`config.mk`:
```
export PLATFORM = sky130hd
export DESIGN_NAME = serial_uart_bridge
export DESIGN_NICKNAME = d
export VERILOG_FILES = /design/src/rtl/serial_uart_bridge.sv
export SDC_FILE = /design/constraint.sdc
export NUM_CORES = 1
export LEC_CHECK = 0
export CAP_MARGIN = 20
export CELL_PAD_IN_SITES_DETAIL_PLACEMENT = 0
export CELL_PAD_IN_SITES_GLOBAL_PLACEMENT = 1
export CORE_ASPECT_RATIO = 0.6
export CORE_MARGIN = 3
export CORE_UTILIZATION = 40
export CTS_BUF_LIST = sky130_fd_sc_hd__clkbuf_8
export CTS_CLUSTER_DIAMETER = 120
export DETAILED_ROUTE_END_ITERATION = 8
export GPL_TIMING_DRIVEN = 0
export PLACE_DENSITY = 0.74
export SLEW_MARGIN = 20
export SYNTH_ARGS = -nofsm -noshare
export SYNTH_HDL_FRONTEND = slang
export SYNTH_SLANG_ARGS = --single-unit
```
`constraint.sdc`:
```
create_clock -name clock -period 3.1 [get_ports clock]
set_input_delay 0.93 -clock clock [delete_from_list [all_inputs] [get_ports clock]]
set_output_delay 0.93 -clock clock [all_outputs]
set_load 0.02 [all_outputs]
```
`src/rtl/serial_uart_bridge.sv`:
```
// Buffered 8N1 UART bridge between the datapath serial port and a UART pin pair.
// TX FIFO feeds a frame serializer; the RX deserializer feeds a first-word-fall-through FIFO.
module serial_uart_bridge #(
  parameter int unsigned CLKS_PER_BIT = 434,
  parameter int unsigned FIFO_DEPTH   = 8
) (
  input  logic       clock,
  input  logic       reset,
  input  logic [7:0] cpu_wr_data,
  input  logic       cpu_wr_en,
  input  logic       cpu_rd_en,
  output logic       cpu_wr_ready,
  output logic [7:0] cpu_rd_data,
  output logic       cpu_rd_valid,
  input  logic       uart_rxd,
  output logic       uart_txd,
  output logic       tx_busy,
  output logic       rx_overrun,
  output logic       rx_frame_err
);

  localparam int unsigned PTR_W  = $clog2(FIFO_DEPTH);
  localparam int unsigned CNT_W  = PTR_W + 1;
  localparam int unsigned BAUD_W = $clog2(CLKS_PER_BIT);

  localparam logic [CNT_W-1:0]  FULL      = CNT_W'(FIFO_DEPTH);
  localparam logic [BAUD_W-1:0] BAUD_LAST = BAUD_W'(CLKS_PER_BIT - 1);
  localparam logic [BAUD_W-1:0] BAUD_MID  = BAUD_W'(CLKS_PER_BIT / 2 - 1);

  typedef enum logic [1:0] {
    S_IDLE  = 2'd0,
    S_START = 2'd1,
    S_DATA  = 2'd2,
    S_STOP  = 2'd3
  } state_e;

  // ---------------------------------------------------------------- TX FIFO
  logic [7:0]       tx_mem_q [FIFO_DEPTH];
  logic [PTR_W-1:0] tx_wptr_q, tx_rptr_q;
  logic [CNT_W-1:0] tx_count_q;
  logic             tx_push_c, tx_pop_c, tx_empty_c;
  logic [7:0]       tx_head_c;

  assign tx_push_c    = cpu_wr_en && (tx_count_q != FULL);
  assign tx_empty_c   = (tx_count_q == '0);
  assign tx_head_c    = tx_mem_q[tx_rptr_q];
  assign cpu_wr_ready = (tx_count_q != FULL);

  always_ff @(posedge clock or negedge reset) begin
    if (!reset) begin
      tx_wptr_q  <= '0;
      tx_rptr_q  <= '0;
      tx_count_q <= '0;
    end else begin
      if (tx_push_c) tx_wptr_q <= tx_wptr_q + PTR_W'(1);
      if (tx_pop_c)  tx_rptr_q <= tx_rptr_q + PTR_W'(1);
      tx_count_q <= tx_count_q + CNT_W'(tx_push_c) - CNT_W'(tx_pop_c);
    end
  end

  always_ff @(posedge clock) begin
    if (tx_push_c) tx_mem_q[tx_wptr_q] <= cpu_wr_data;
  end

  // ---------------------------------------------------------------- TX FSM
  state_e            tx_state_q, tx_state_d;
  logic [BAUD_W-1:0] tx_cnt_q, tx_cnt_d;
  logic [2:0]        tx_bit_q, tx_bit_d;
  logic [7:0]        tx_sh_q, tx_sh_d;
  logic              txd_q, txd_d;
  logic              tx_busy_q, tx_busy_d;
  logic              tx_baud_done_c;

  assign tx_baud_done_c = (tx_cnt_q == BAUD_LAST);

  always_ff @(posedge clock or negedge reset) begin
    if (!reset) begin
      tx_state_q <= S_IDLE;
      tx_cnt_q   <= '0;
      tx_bit_q   <= '0;
      tx_sh_q    <= '0;
      txd_q      <= 1'b1;
      tx_busy_q  <= 1'b0;
    end else begin
      tx_state_q <= tx_state_d;
      tx_cnt_q   <= tx_cnt_d;
      tx_bit_q   <= tx_bit_d;
      tx_sh_q    <= tx_sh_d;
      txd_q      <= txd_d;
      tx_busy_q  <= tx_busy_d;
    end
  end

  always_comb begin
    tx_state_d = tx_state_q;
    case (tx_state_q)
      S_IDLE:  if (!tx_empty_c)     tx_state_d = S_START;
      S_START: if (tx_baud_done_c)  tx_state_d = S_DATA;
      S_DATA:  if (tx_baud_done_c && tx_bit_q == 3'd7) tx_state_d = S_STOP;
      S_STOP:  if (tx_baud_done_c)  tx_state_d = tx_empty_c ? S_IDLE : S_START;
      default:                      tx_state_d = S_IDLE;
    endcase
  end

  // STOP reloads straight into START when more bytes wait, so frames abut.
  always_comb begin
    tx_cnt_d  = tx_cnt_q + BAUD_W'(1);
    tx_bit_d  = tx_bit_q;
    tx_sh_d   = tx_sh_q;
    txd_d     = txd_q;
    tx_pop_c  = 1'b0;
    tx_busy_d = (tx_state_d != S_IDLE);
    case (tx_state_q)
      S_IDLE: begin
        tx_cnt_d = '0;
        if (!tx_empty_c) begin
          tx_pop_c = 1'b1;
          tx_sh_d  = tx_head_c;
          txd_d    = 1'b0;
        end
      end
      S_START: begin
        if (tx_baud_done_c) begin
          tx_cnt_d = '0;
          tx_bit_d = '0;
          txd_d    = tx_sh_q[0];
          tx_sh_d  = {1'b0, tx_sh_q[7:1]};
        end
      end
      S_DATA: begin
        if (tx_baud_done_c) begin
          tx_cnt_d = '0;
          tx_bit_d = tx_bit_q + 3'd1;
          if (tx_bit_q == 3'd7) begin
            txd_d = 1'b1;
          end else begin
            txd_d   = tx_sh_q[0];
            tx_sh_d = {1'b0, tx_sh_q[7:1]};
          end
        end
      end
      S_STOP: begin
        if (tx_baud_done_c) begin
          tx_cnt_d = '0;
          if (!tx_empty_c) begin
            tx_pop_c = 1'b1;
            tx_sh_d  = tx_head_c;
            txd_d    = 1'b0;
          end
        end
      end
      default: tx_cnt_d = '0;
    endcase
  end

  assign uart_txd = txd_q;
  assign tx_busy  = tx_busy_q;

  // ---------------------------------------------------------------- RX FSM
  logic [1:0]        sync_q;
  logic              rxs_c, rxs_prev_q;
  state_e            rx_state_q, rx_state_d;
  logic [BAUD_W-1:0] rx_cnt_q, rx_cnt_d;
  logic [2:0]        rx_bit_q, rx_bit_d;
  logic [7:0]        rx_sh_q, rx_sh_d;
  logic              rx_stop_c;
  logic              overrun_q, frame_err_q;

  assign rxs_c = sync_q[1];

  always_ff @(posedge clock or negedge reset) begin
    if (!reset) begin
      sync_q     <= 2'b11;
      rxs_prev_q <= 1'b1;
      rx_state_q <= S_IDLE;
      rx_cnt_q   <= '0;
      rx_bit_q   <= '0;
      rx_sh_q    <= '0;
    end else begin
      sync_q     <= {sync_q[0], uart_rxd};
      rxs_prev_q <= rxs_c;
      rx_state_q <= rx_state_d;
      rx_cnt_q   <= rx_cnt_d;
      rx_bit_q   <= rx_bit_d;
      rx_sh_q    <= rx_sh_d;
    end
  end

  always_comb begin
    rx_state_d = rx_state_q;
    case (rx_state_q)
      S_IDLE:  if (rxs_prev_q && !rxs_c) rx_state_d = S_START;
      S_START: if (rx_cnt_q == BAUD_MID) rx_state_d = rxs_c ? S_IDLE : S_DATA;
      S_DATA:  if (rx_cnt_q == BAUD_LAST && rx_bit_q == 3'd7) rx_state_d = S_STOP;
      S_STOP:  if (rx_cnt_q == BAUD_LAST) rx_state_d = S_IDLE;
      default: rx_state_d = S_IDLE;
    endcase
  end

  // Counter restarts at start-bit mid-point, so every later wrap lands mid-bit.
  always_comb begin
    rx_cnt_d  = rx_cnt_q + BAUD_W'(1);
    rx_bit_d  = rx_bit_q;
    rx_sh_d   = rx_sh_q;
    rx_stop_c = 1'b0;
    case (rx_state_q)
      S_IDLE: rx_cnt_d = '0;
      S_START: begin
        if (rx_cnt_q == BAUD_MID) begin
          rx_cnt_d = '0;
          rx_bit_d = '0;
        end
      end
      S_DATA: begin
        if (rx_cnt_q == BAUD_LAST) begin
          rx_cnt_d = '0;
          rx_bit_d = rx_bit_q + 3'd1;
          rx_sh_d  = {rxs_c, rx_sh_q[7:1]};
        end
      end
      S_STOP: begin
        if (rx_cnt_q == BAUD_LAST) begin
          rx_cnt_d  = '0;
          rx_stop_c = 1'b1;
        end
      end
      default: rx_cnt_d = '0;
    endcase
  end

  // ---------------------------------------------------------------- RX FIFO
  logic [7:0]       rx_mem_q [FIFO_DEPTH];
  logic [PTR_W-1:0] rx_wptr_q, rx_rptr_q;
  logic [CNT_W-1:0] rx_count_q;
  logic             rx_full_c, rx_empty_c, rx_good_c, rx_push_c, rx_pop_c;

  assign rx_full_c  = (rx_count_q == FULL);
  assign rx_empty_c = (rx_count_q == '0);
  assign rx_good_c  = rx_stop_c && rxs_c;
  assign rx_pop_c   = cpu_rd_en && !rx_empty_c;
  assign rx_push_c  = rx_good_c && (!rx_full_c || cpu_rd_en);

  always_ff @(posedge clock or negedge reset) begin
    if (!reset) begin
      rx_wptr_q   <= '0;
      rx_rptr_q   <= '0;
      rx_count_q  <= '0;
      overrun_q   <= 1'b0;
      frame_err_q <= 1'b0;
    end else begin
      if (rx_push_c) rx_wptr_q <= rx_wptr_q + PTR_W'(1);
      if (rx_pop_c)  rx_rptr_q <= rx_rptr_q + PTR_W'(1);
      rx_count_q <= rx_count_q + CNT_W'(rx_push_c) - CNT_W'(rx_pop_c);
      if (rx_good_c && rx_full_c && !cpu_rd_en) overrun_q <= 1'b1;
      if (rx_stop_c && !rxs_c)                  frame_err_q <= 1'b1;
    end
  end

  always_ff @(posedge clock) begin
    if (rx_push_c) rx_mem_q[rx_wptr_q] <= rx_sh_q;
  end

  assign cpu_rd_valid = !rx_empty_c;
  assign cpu_rd_data  = rx_empty_c ? 8'h00 : rx_mem_q[rx_rptr_q];
  assign rx_overrun   = overrun_q;
  assign rx_frame_err = frame_err_q;

endmodule

```
==> results.json, run 1 <==
{
  "grt_pass1_vias": 4700,
  "post_dp_cell_area_um2": 9191,
  "die_y_um": 119.0,
  "powerDensity_nw_per_um2": 613.7,
  "hold_ws_ps": 364.5,
  "area_growth_pct": 13.81,
  "syn_area_um2": 8508,
  "yosysTopAreaCell": "edfxtp_1",
  "synth.avg_cell_area_um2": 15.81,
  "skew_ps": 18.11,
  "dr.first_iter.drc_count": 326,
  "synth-seq-cells": 199,
  "design_area_um2": 9683,
  "relSlewSlack": 0.3542,
  "start_util": 0.4167,
  "synth_warnings": 0,
  "netlist_instances": 538,
  "antenna_left": 0,
  "clk_latency_ps": 470,
  "min-delay-start": "sync_q[0]",
  "min_path_type": "reg2reg",
  "setup_tns_ps": 0,
  "avgRoutedWirePerCell_um": 18.12,
  "grt_busiest_layer": "met2",
  "leakage_nw": 3.876,
  "antennaDiodeCount": 0,
  "cp.arrival_ps": 2070,
  "grtUsageMet1": 0.2136,
  "cts_root_buf": "clkbuf_8",
  "drc": 0,
  "grt_overflow_total": 0,
  "slew_viol_final": 0,
  "critPathSlowestCell": "mux4_2",
  "maxCapViolations": 0,
  "routed_via_density": 5.196,
  "met2_usage": 0.2195,
  "cts_tree": "yes",
  "reg2reg_to": "tx_count_q[2]",
  "portBuffers": 26,
  "nets": 637,
  "hold_violations": 0,
  "rsz0062_at_grt": "yes",
  "dieArea_um2": 23110,
  "finalCritPeriodShare": 0.9666,
  "dr.pass1.iters": 4,
  "synth_nets": 583,
  "cts_buffers": 17,
  "use_met3": 0.03393,
  "place_hpwl_um": 10980,
  "synth_cell_types": 57,
  "cp.required_ps": 2170,
  "synth.top_cell.area_share": 0.4518,
  "grt_usage": 0.1457,
  "total_power_w": 0.005942,
  "synth_common_cells": "128 x edfxtp_1, 67 x dfrtp_1, 49 x nor2_1",
  "synth-edff-count": 128,
  "holdPathStages": 0,
  "cp_max_fo": 5,
  "slowest_delay_ps": 510,
  "clock_sinks": 199,
  "setup_viol": 0,
  "gp_congestion": 0.7599,
  "max_freq_mhz": 333.7,
  "layout_min_cycle_time_ps": 2996,
  "rr_startpoint": "tx_cnt_q[1]",
  "synth.most_common_cell": "edfxtp_1",
  "dieWidth_um": 194.3,
  "core_area_um2": 20420,
  "clock_path_buffers": 2,
  "cp.buffers_inverters": 3,
  "ios": 27,
  "crit_family": "multiplexers",
  "outcome": "finished clean",
  "path_clk_slew_ps": 110,
  "num_vias": 4562,
  "worstSetupPathType": "reg2out",
  "htree_levels": 4,
  "ys.flop_type": "edfxtp_1",
  "num_rows": 40,
  "rrSetupSlack_ps": 280,
  "ctsHoldBuffers": 0,
  "synth_area_leaders": "edfxtp_1 45%, dfrtp_1 20%, mux4_2 8.5%",
  "async_flop_share": 0.3568,
  "hold_end": "sync_q[1]",
  "vdd.ir_drop.worst_v": 0.0003034,
  "path_cells": "buf_8 > buf_12 > mux4_2 > mux2i_2 > nor2_1 > buf_2",
  "layout-drive-gt1-share": 0.2248,
  "start_kind": "register",
  "tightest_slew_ps": 965.1,
  "cp-end-kind": "output pin",
  "antenna_found_initial": 0,
  "wl_um": 15910,
  "yosysSeqAreaShare": 0.6612,
  "grt_pass1_wl_um": 25870,
  "grt_max_degree": 43,
  "reg2reg_depth": 12
}
per-stage QoR:
stage / util / cells / setup WS, ps
floorplan: - / 538 / 522.1
global placement: 0.4461 / 837 / -1431
detailed placement: 0.4501 / 841 / -541.1
CTS: 0.4730 / 874 / 3.524
global route: 0.4742 / 878 / -13.42
finish: 0.4742 / 878 / 103.6
logic make-up after synthesis:
logic type | synth area share
AOI/OAI and AO/OA | 0.03721
xor gates and xnor gates | 0.02471
adders and majority gates | 0.04882
buffers and inverters | 0.02412
DFF | 0.6612
muxes | 0.1318
and+or+nand+nor | 0.07221
sequential cells by signal (all words and copies together) (netlist names), 4 cells and up, named ones only:
signal / count
rx_count_q: 4
rx_mem_q: 64
tx_count_q: 4
tx_sh_q: 8
rx_sh_q: 8
tx_mem_q: 64
tx_cnt_q: 9
rx_cnt_q: 9
where the power goes:
part | internal, W | switching (W)
registers | 0.00306 | 0.000114
logic | 0.000527 | 0.000586
clock network | 0.000625 | 0.00103
per-layer routing:
metal	wire length, um	share of wire
met2	7247	0.46
met5	0	0
met3	704	0.044
met1	7829	0.49
met4	130	0.0082
repair_timing:
item,in CTS,in global routing
cloned,0,1
resized for setup,41,10
setup endpoints to repair,10,16
setup buffers,2,3
layout by cell type, fill, tap and decap left out, types with 3 or more instances in the layout:
master	count
nor3_2	7
clkinv_8	4
nand2b_1	5
xnor2_1	16
clkbuf_8	18
inv_8	6
nor2_1	48
a21o_1	3
xor2_1	8
a21oi_1	5
inv_1	26
buf_2	10
mux4_2	32
nand2_1	16
nand3_1	11
mux2_2	16
clkbuf_1	7
buf_1	3
o211ai_1	4
clkdlybuf4s50_1	15
edfxtp_1	128
dfstp_2	4
o21ai_0	26
ha_1	30
nand4_1	3
mux2i_1	14
dfrtp_1	67
nor3_1	3
mux2_4	4
buf_4	9
worst max path at each step:
stage                      start             end  slack, ps  depth (start not counted)
finish              rx_rptr_q[0]  cpu_rd_data[4]        100                          6
global route        rx_rptr_q[0]  cpu_rd_data[6]        -10                          6
CTS                 rx_rptr_q[0]  cpu_rd_data[2]          4                          6
detailed placement  rx_rptr_q[1]  cpu_rd_data[6]       -540                          6
global placement           reset    tx_wptr_q[1]      -1430                          1
floorplan           rx_rptr_q[0]  cpu_rd_data[6]        520                          5
cell type report:
class	instances	area, um2
inverters	26	97.59
plain buffers	20	142.6
well taps	273	341.6
repair buffers	36	332.8
multi-input cells	292	2730
fillers	1735	10740
clock buffers	17	234.0
flip-flops and latches	199	5625
clock inverters	15	178.9
(Power assumes the default switching activity.)
==> run 2, diff against run 1 <==
--- a/config.mk
+++ b/config.mk
@@ -10,12 +10,12 @@
 export CELL_PAD_IN_SITES_GLOBAL_PLACEMENT = 1
 export CORE_ASPECT_RATIO = 0.6
 export CORE_MARGIN = 3
-export CORE_UTILIZATION = 40
+export CORE_UTILIZATION = 54
 export CTS_BUF_LIST = sky130_fd_sc_hd__clkbuf_8
 export CTS_CLUSTER_DIAMETER = 120
 export DETAILED_ROUTE_END_ITERATION = 8
 export GPL_TIMING_DRIVEN = 0
-export PLACE_DENSITY = 0.74
+export PLACE_DENSITY = 0.92
 export SLEW_MARGIN = 20
 export SYNTH_ARGS = -nofsm -noshare
 export SYNTH_HDL_FRONTEND = slang
==> run 2 against run 1 <==
Largest power group unchanged. Maximum frequency increased by 0.27%. Critical path depth did not move. Largest cell class unchanged. Via count is 0.70% higher. Utilization up 16 points. Global-route usage increased by 5.2 points. Routed wire length down 0.22%. Total power is 2.7% lower. First-iteration DRC count is 14% lower.
==> results.json, run 2 (same netlist as run 1, synthesis figures left out) <==
{
  "outcome": "finished clean",
  "tightest_slew_ps": 988.0,
  "clock_path_buffers": 2,
  "critPathSlowestCell": "mux4_2",
  "p_int_w": 0.004126,
  "reg2reg_depth": 10,
  "layout_min_cycle_time_ps": 2988,
  "drc": 0,
  "grt_overflow_total": 0,
  "rrSetupSlack_ps": 210,
  "core_area_um2": 14930,
  "gp_congestion": 0.8401,
  "cts_buffers": 17,
  "htree_levels": 4,
  "hold_end": "sync_q[1]",
  "setup_viol": 0,
  "dr.first_iter.drc_count": 281,
  "portBuffers": 26,
  "start_kind": "register",
  "num_vias": 4594,
  "crit_family": "multiplexers",
  "vdd.ir_drop.worst_v": 0.0003431,
  "skew_ps": 16.70,
  "avgRoutedWirePerCell_um": 19.92,
  "cp-end-kind": "output pin",
  "layout_commonest_cell": "edfxtp_1",
  "wl_um": 15880,
  "powerDensity_nw_per_um2": 609.2,
  "routed_via_density": 5.764,
  "grt_max_degree": 49,
  "antennaDiodeCount": 0,
  "slowest_delay_ps": 520,
  "antenna_found_initial": 0,
  "nets": 631,
  "rsz0062_at_grt": "no",
  "design_area_um2": 9488,
  "instances_no_fill": 797,
  "rr_startpoint": "rx_cnt_q[1]",
  "die_y_um": 103.2,
  "maxCapViolations": 0,
  "dr.pass1.iters": 5,
  "cp.arrival_ps": 2060,
  "layout_common_cells": "128 x edfxtp_1, 66 x dfrtp_1, 49 x nor2_1",
  "reg2reg_to": "rx_count_q[2]",
  "ios": 27,
  "clock_sinks": 199,
  "cts_tree": "yes",
  "comb_power_share": 0.176,
  "grt_usage": 0.1980,
  "grt_pass1_wl_um": 25870,
  "cts_root_buf": "clkbuf_8",
  "start_util": 0.5698,
  "switchingPower_w": 0.001653,
  "dieWidth_um": 168.1,
  "preCtsSetupSlack_ps": -350.6,
  "dieArea_um2": 17350,
  "seq_power_share": 0.552,
  "leakage_nw": 3.819,
  "slew_viol_final": 0,
  "min-delay-start": "sync_q[0]",
  "antenna_left": 0,
  "layout-drive-gt1-share": 0.2154,
  "grt_pass1_vias": 4756,
  "p_sw_frac": 0.2860,
  "nFillCells": 1038,
  "p_clk_frac": 0.271,
  "num_rows": 34,
  "setup_ws_ps": 111.7,
  "cp.buffers_inverters": 3,
  "cp_max_fo": 10,
  "placed_cells": 764,
  "area_growth_pct": 11.51,
  "hold_violations": 0,
  "relSlewSlack": 0.3389,
  "finalCritPeriodShare": 0.9640,
  "path_clk_slew_ps": 110,
  "holdPathStages": 0,
  "place_hpwl_um": 11210,
  "min_path_type": "reg2reg",
  "worstSetupPathType": "reg2out",
  "path_cells": "buf_6 > buf_12 > mux4_2 > mux2i_1 > nor2_1 > buf_2",
  "crit_path_start": "rx_rptr_q[0]",
  "total_power_w": 0.005780,
  "max_freq_mhz": 334.6,
  "cp.required_ps": 2170,
  "hold_ws_ps": 362.7,
  "clk_latency_ps": 470,
  "reg.largest.list": "rx_mem_q x64, tx_mem_q x64",
  "post_dp_cell_area_um2": 9085
}
==> run 2: cell types whose count changed in the layout (fill, tap and decap cells not counted), moves of 2 or more <==
| cell | before | now |
|---|---|---|
| clkinv_8 | 4 | 1 |
| clkbuf_2 | 2 | 4 |
| clkinv_4 | 1 | 4 |
| buf_4 | 9 | 5 |
| buf_2 | 10 | 7 |
| inv_8 | 6 | 3 |
| inv_6 | 1 | 4 |
==> run 2: worst max path at each step <==
stage / cells after the start / slack, ps / end
4_1_cts: 6 / 0.6 / cpu_rd_data[7]
6_report: 6 / 110 / cpu_rd_data[5]
3_5_place_dp: 6 / -350 / cpu_rd_data[4]
5_1_grt: 6 / 20 / cpu_rd_data[4]
2_1_floorplan: 5 / 520 / cpu_rd_data[6]
3_3_place_gp: 1 / -1350 / rx_cnt_q[0]
==> run 2: worst register-to-register path, cell delays in order (launching register included) <==
cell,delay [ps]
dfrtp_1,420
inv_1,90
ha_1,210
nand4bb_4,140
nor3_2,410
nand2_1,320
ha_1,380
inv_1,40
ha_1,210
fa_1,390
xor2_1,170
==> run 2: routing by layer <==
layer	GRT usage	vias to the layer above	share of wire
met5	0	-	0
met4	0.05657	0	0.013
met3	0.04064	15	0.044
met2	0.2956	121	0.45
met1	0.3018	2361	0.50
li1	-	2097	-
==> run 2: per-stage QoR <==
stage | utilization | TNS (ps)
2_1_floorplan | - | 0
3_3_place_gp | 0.6038 | -108060
3_5_place_dp | 0.6084 | -2801
4_1_cts | 0.6369 | 0
5_1_grt | 0.6354 | 0
6_report | 0.6354 | 0
==> run 2: power by group through the flow <==
stage	clock, W	sequential [W]	combinational (W)
finish	0.00157	0.00319	0.00102
global route	0.00169	0.00322	0.00114
CTS	0.00159	0.00319	0.00102
detailed placement	0	0.00323	0.000967
global placement	0	0.00321	0.000895
floorplan	0	0.00319	0.000690
==> run 2: what timing repair did <==
action	4_1_cts	5_1_grt
endpoints found under the setup margin	11	10
hold buffers	0	0
resized for setup	32	11
endpoints found under the hold margin	0	0
setup buffers	2	1
==> run 2: final cells by class <==
class                           count  area, um2  area share
Multi-Input combinational cell    292       2724      0.2871
Sequential cell                   199       5627      0.5930
Timing Repair Buffer               31      292.8     0.03086
Tap cell                          198      247.7     0.02611
Clock inverter                     15      140.1     0.01477
Inverter                           26      97.59     0.01029
Buffer                             19      125.1     0.01319
Clock buffer                       17      234.0     0.02466
==> RTL change 1 (flow settings as in run 2) <==
The parameter `CLKS_PER_BIT` goes from 434 to 868.
--- a/src/rtl/serial_uart_bridge.sv
+++ b/src/rtl/serial_uart_bridge.sv
@@ -1,7 +1,7 @@
 // Buffered 8N1 UART bridge between the datapath serial port and a UART pin pair.
 // TX FIFO feeds a frame serializer; the RX deserializer feeds a first-word-fall-through FIFO.
 module serial_uart_bridge #(
-  parameter int unsigned CLKS_PER_BIT = 434,
+  parameter int unsigned CLKS_PER_BIT = 868,
   parameter int unsigned FIFO_DEPTH   = 8
 ) (
   input  logic       clock,
Behaviour: same outputs for any inputs over 10 cycles, from zero or initial values and one cycle with reset low; that may be too few to reach the edited logic, so the function may still have changed.
==> RTL change 1 against run 2 <==
Global-route usage fell by 0.47 points; largest power group unchanged; clock skew up 8.5 ps; highest routed layer unchanged; largest cell class unchanged; final area rose by 2.8%; count of clock-buffer cells in the layout grew 15; area after synthesis is 1.3% higher; routed wire length increased by 1.9%; sequential power is 3% higher; combinational power rose by 8%; worst setup slack lost 64 ps; non-clock buffer count is 2 lower; power is 11% higher; sequential cell count is 2 higher; final cell count is 3.9% higher.
==> RTL change 1: results <==
{
  "tightest_slew_ps": 969,
  "place_inst": 772,
  "fill_cells": 1095,
  "synth.distinct_cells": 66,
  "routed_via_density": 5.84,
  "top_regs": "rx_mem_q x64, tx_mem_q x64",
  "clkLatencyLatePin_ps": 550,
  "postSynth.asyncResetShare": 0.363,
  "wl_per_cell_um": 19.5,
  "post_synth.cell_area_avg_um2": 15.9,
  "dp_slack_ps": -403,
  "ctsLongestPathBuffers": 3,
  "rrSetupSlack_ps": 290,
  "regToRegStartpoint": "tx_cnt_q[0]",
  "status": "finished clean",
  "cts_inserted_buffers": 30,
  "grt_pass1_wl_um": 27000,
  "yosys-top-cells-area": "edfxtp_1 45%, dfrtp_1 20%, mux4_2 8.4%, ha_1 4.1%, mux2i_1 1.9%",
  "routabilityCongestion": 0.812,
  "grt_max_degree": 49,
  "drive_gt1_frac": 0.210,
  "p_leak_nw": 3.96,
  "vdd_drop_max_uv": 404,
  "path_clk_slew_ps": 70,
  "post-dp-hpwl_um": 10900,
  "ys_top_cells_by_count": "128 x edfxtp_1, 69 x dfrtp_1, 40 x nor2_1, 32 x mux4_2, 29 x inv_1",
  "crit_slowest_cell": "mux4_2",
  "grt_usage": 0.193,
  "rr_endpoint": "tx_count_q[2]",
  "antenna_found_initial": 0,
  "routed_wl_um": 16200,
  "nNetsFinal": 644,
  "h-tree-depth": 1,
  "power.net_switching_mw": 1.75,
  "critPathArrivalTime_ps": 2120,
  "syn-num-nets": 585,
  "hp-class": "input pin to asynchronous set/reset pin",
  "grt_pass1_vias": 5159,
  "finalClockSkew_ps": 25.2,
  "ys_warn_count": 0,
  "drt_iter0_drc": 411
}
-- RTL change 1: what timing repair did --
action | in CTS | in global routing
cloned | 0 | 0
hold buffers | 0 | 0
buffers inserted | 1 | 1
endpoints found under the setup margin | 10 | 7
resized for setup | 43 | 1
-- RTL change 1: area by class of cell --
class | instances | share of cell area
flip-flops and latches | 201 | 0.582
well taps | 203 | 0.0260
inverters | 29 | 0.0112
multi-input cells | 291 | 0.282
plain buffers | 19 | 0.0121
repair buffers | 29 | 0.0281
clock buffers | 32 | 0.0451
clock inverters | 24 | 0.0135
-- RTL change 1: routing by layer --
| metal | global-route usage | routed length, µm | up-vias |
|---|---|---|---|
| met5 | 0 | 0 | - |
| met3 | 0.0387 | 1100 | 17 |
| met4 | 0.0432 | 182 | 0 |
| met2 | 0.296 | 7550 | 172 |
| li1 | - | - | 2179 |
| met1 | 0.293 | 7360 | 2470 |
-- RTL change 1: metrics by stage --
stage	util	cell area (µm²)	hold WS (ps)	TNS, ps
after floorplan	-	8620	345	0
after detailed placement	0.592	9180	348	-3620
final	0.629	9760	290	0
after global placement	0.589	9130	348	-107160
after global routing	0.629	9760	286	-113
after CTS	0.629	9750	282	0
-- RTL change 1: worst max-delay path by stage --
stage / start / slack [ps] / endpoint / cells past startpoint
3_5_place_dp: rx_rptr_q[1] / -400 / cpu_rd_data[2] / 6
6_report: rx_rptr_q[0] / 50 / cpu_rd_data[2] / 6
3_3_place_gp: reset / -1390 / rx_rptr_q[2] / 1
5_1_grt: rx_rptr_q[0] / -50 / cpu_rd_data[2] / 6
4_1_cts: rx_rptr_q[0] / 9 / cpu_rd_data[2] / 6
2_1_floorplan: rx_rptr_q[0] / 520 / cpu_rd_data[6] / 5
-- RTL change 1: cells by family after synthesis --
logic type,share of synthesized area
multiplexers,0.126
AND/OR/NAND/NOR,0.0868
XOR/XNOR,0.0264
flip-flops,0.659
adder cells (fa/ha/maj),0.0453
buffers and inverters,0.0242
AO/OA/AOI/OAI,0.0330
-- RTL change 1: power by group through the flow --
stage                     logic, mW  clock network [mW]  registers (mW)
after global placement        0.998                   0            3.30
after CTS                      1.11                2.07            3.30
final                          1.10                2.04            3.29
after global routing           1.23                2.23            3.33
after detailed placement       1.07                   0            3.32
after floorplan               0.778                   0            3.27
==> RTL change 2 (settings of run 2) <==
Without the edit above. Encoding of `state_e`: now one-hot (4 bits for 4 states).
--- a/src/rtl/serial_uart_bridge.sv
+++ b/src/rtl/serial_uart_bridge.sv
@@ -27,11 +27,11 @@
   localparam logic [BAUD_W-1:0] BAUD_LAST = BAUD_W'(CLKS_PER_BIT - 1);
   localparam logic [BAUD_W-1:0] BAUD_MID  = BAUD_W'(CLKS_PER_BIT / 2 - 1);
 
-  typedef enum logic [1:0] {
-    S_IDLE  = 2'd0,
-    S_START = 2'd1,
-    S_DATA  = 2'd2,
-    S_STOP  = 2'd3
+  typedef enum logic [3:0] {
+    S_IDLE  = 4'b0001,
+    S_START = 4'b0010,
+    S_DATA  = 4'b0100,
+    S_STOP  = 4'b1000
   } state_e;
 
   // ---------------------------------------------------------------- TX FIFO
Check against the original RTL: no difference found for any inputs over 10 cycles, from zero or initial values and one cycle with reset low; not proved beyond that.
==> RTL change 2 against run 2 <==
Final area is 4.1% higher; largest cell class unchanged; area after synthesis rose by 1.6%; highest routed layer unchanged; worst setup slack lost 59 ps; count of clock-buffer cells in the layout increased by 13; critical path depth did not move; power grew 15%; routed wire length rose by 0.69%; sequential cell count is 4 higher; register-to-register slack gained 160 ps.
==> RTL change 2: results <==
{
  "status": "finished clean",
  "period_needed_ps": 3050,
  "dpl_cell_area_mm2": 0.00923,
  "ys_top_cells_by_count": "128 x edfxtp_1, 69 x dfrtp_1, 52 x nor2_1, 32 x mux4_2",
  "yosys.area_share.adder": 0.0408,
  "place_inst": 785,
  "drt_iter0_drc": 474,
  "clkPwrFrac": 0.315,
  "slew_headroom": 0.377,
  "synthMuxAreaShare": 0.133,
  "finalClockSkew_ps": 23.2,
  "routed_via_density": 5.73,
  "grt_pass1_vias": 4836,
  "grtUsageMet3": 0.0387,
  "syn_inst": 553,
  "wl_per_cell_um": 19.0,
  "nNetsFinal": 655,
  "grt_usage": 0.190,
  "synth-compound-area-share": 0.0343,
  "seqCellArea_mm2": 0.00573,
  "critPathArrivalTime_ps": 2120,
  "max_stage_delay_ps": 500,
  "power.net_switching_mw": 1.81,
  "finalNonFillerCells": 842,
  "grt_use_met2": 0.277,
  "clkLatencyLatePin_ps": 560,
  "use_met1": 0.295,
  "yosys-top-cells-area": "edfxtp_1 44%, dfrtp_1 20%, mux4_2 8.3%, ha_1 3.6%, mux2_2 2.7%",
  "grt_pass1_wl_um": 26500,
  "vdd_drop_max_uv": 374,
  "h-tree-depth": 1,
  "fill_cells": 1113,
  "whs_ps": 359,
  "worstPathMaxFanout": 7,
  "drive_gt1_frac": 0.227,
  "rrSetupSlack_ps": 370
}
[RTL change 2: cell count changes after synthesis, moves of 4 or more]
cell	before	now
mux2_2	16	21
nand2_1	16	24
xor2_1	8	15
clkbuf_1	10	6
buf_2	4	8
mux2_4	4	0
a21oi_1	5	13
nor2b_1	1	5
xnor2_1	16	11
ha_1	30	25
o21ai_0	26	5
[RTL change 2: area by class of cell]
class / instances / share of cell area
plain buffers: 18 / 0.0119
clock buffers: 30 / 0.0418
clock inverters: 26 / 0.0175
inverters: 25 / 0.00950
multi-input cells: 305 / 0.282
flip-flops and latches: 203 / 0.580
well taps: 203 / 0.0257
repair buffers: 32 / 0.0314
[RTL change 2: routing by layer]
| metal | wire length (µm) | up-vias |
|---|---|---|
| met1 | 7500 | 2435 |
| li1 | - | 2193 |
| met4 | 324 | 0 |
| met5 | 0 | - |
| met3 | 1160 | 31 |
| met2 | 7000 | 162 |
[RTL change 2: path summary, 6_finish.rpt]
kind	from	endpoint	cells after the start
setup / recovery	rx_rptr_q[0]	cpu_rd_data[1]	6
min in group clock	sync_q[0]	sync_q[1]	0
hold reg to reg	sync_q[0]	sync_q[1]	0
hold / removal	reset	tx_count_q[0]	1
max in group asynchronous	reset	rx_state_q[0]	2
setup reg to reg	rx_cnt_q[1]	rx_count_q[2]	11
[RTL change 2: worst max-delay path, delay by kind of cell, from the launching register on]
kind	cells	cell delay, ps
buffers and inverters	3	420
DFF	1	380
and+or+nand+nor	1	50
muxes	2	700
[RTL change 2: logic make-up (layout without fill, tap and decap cells)]
kind of cell             Yosys count  after routing
buffers and inverters             45            131
flip-flops                       203            203
adder cells (fa/ha/maj)           27             27
AND/OR/NAND/NOR                  137            137
multiplexers                      72             72
XOR/XNOR                          26             26
AO/OA/AOI/OAI                     43             43
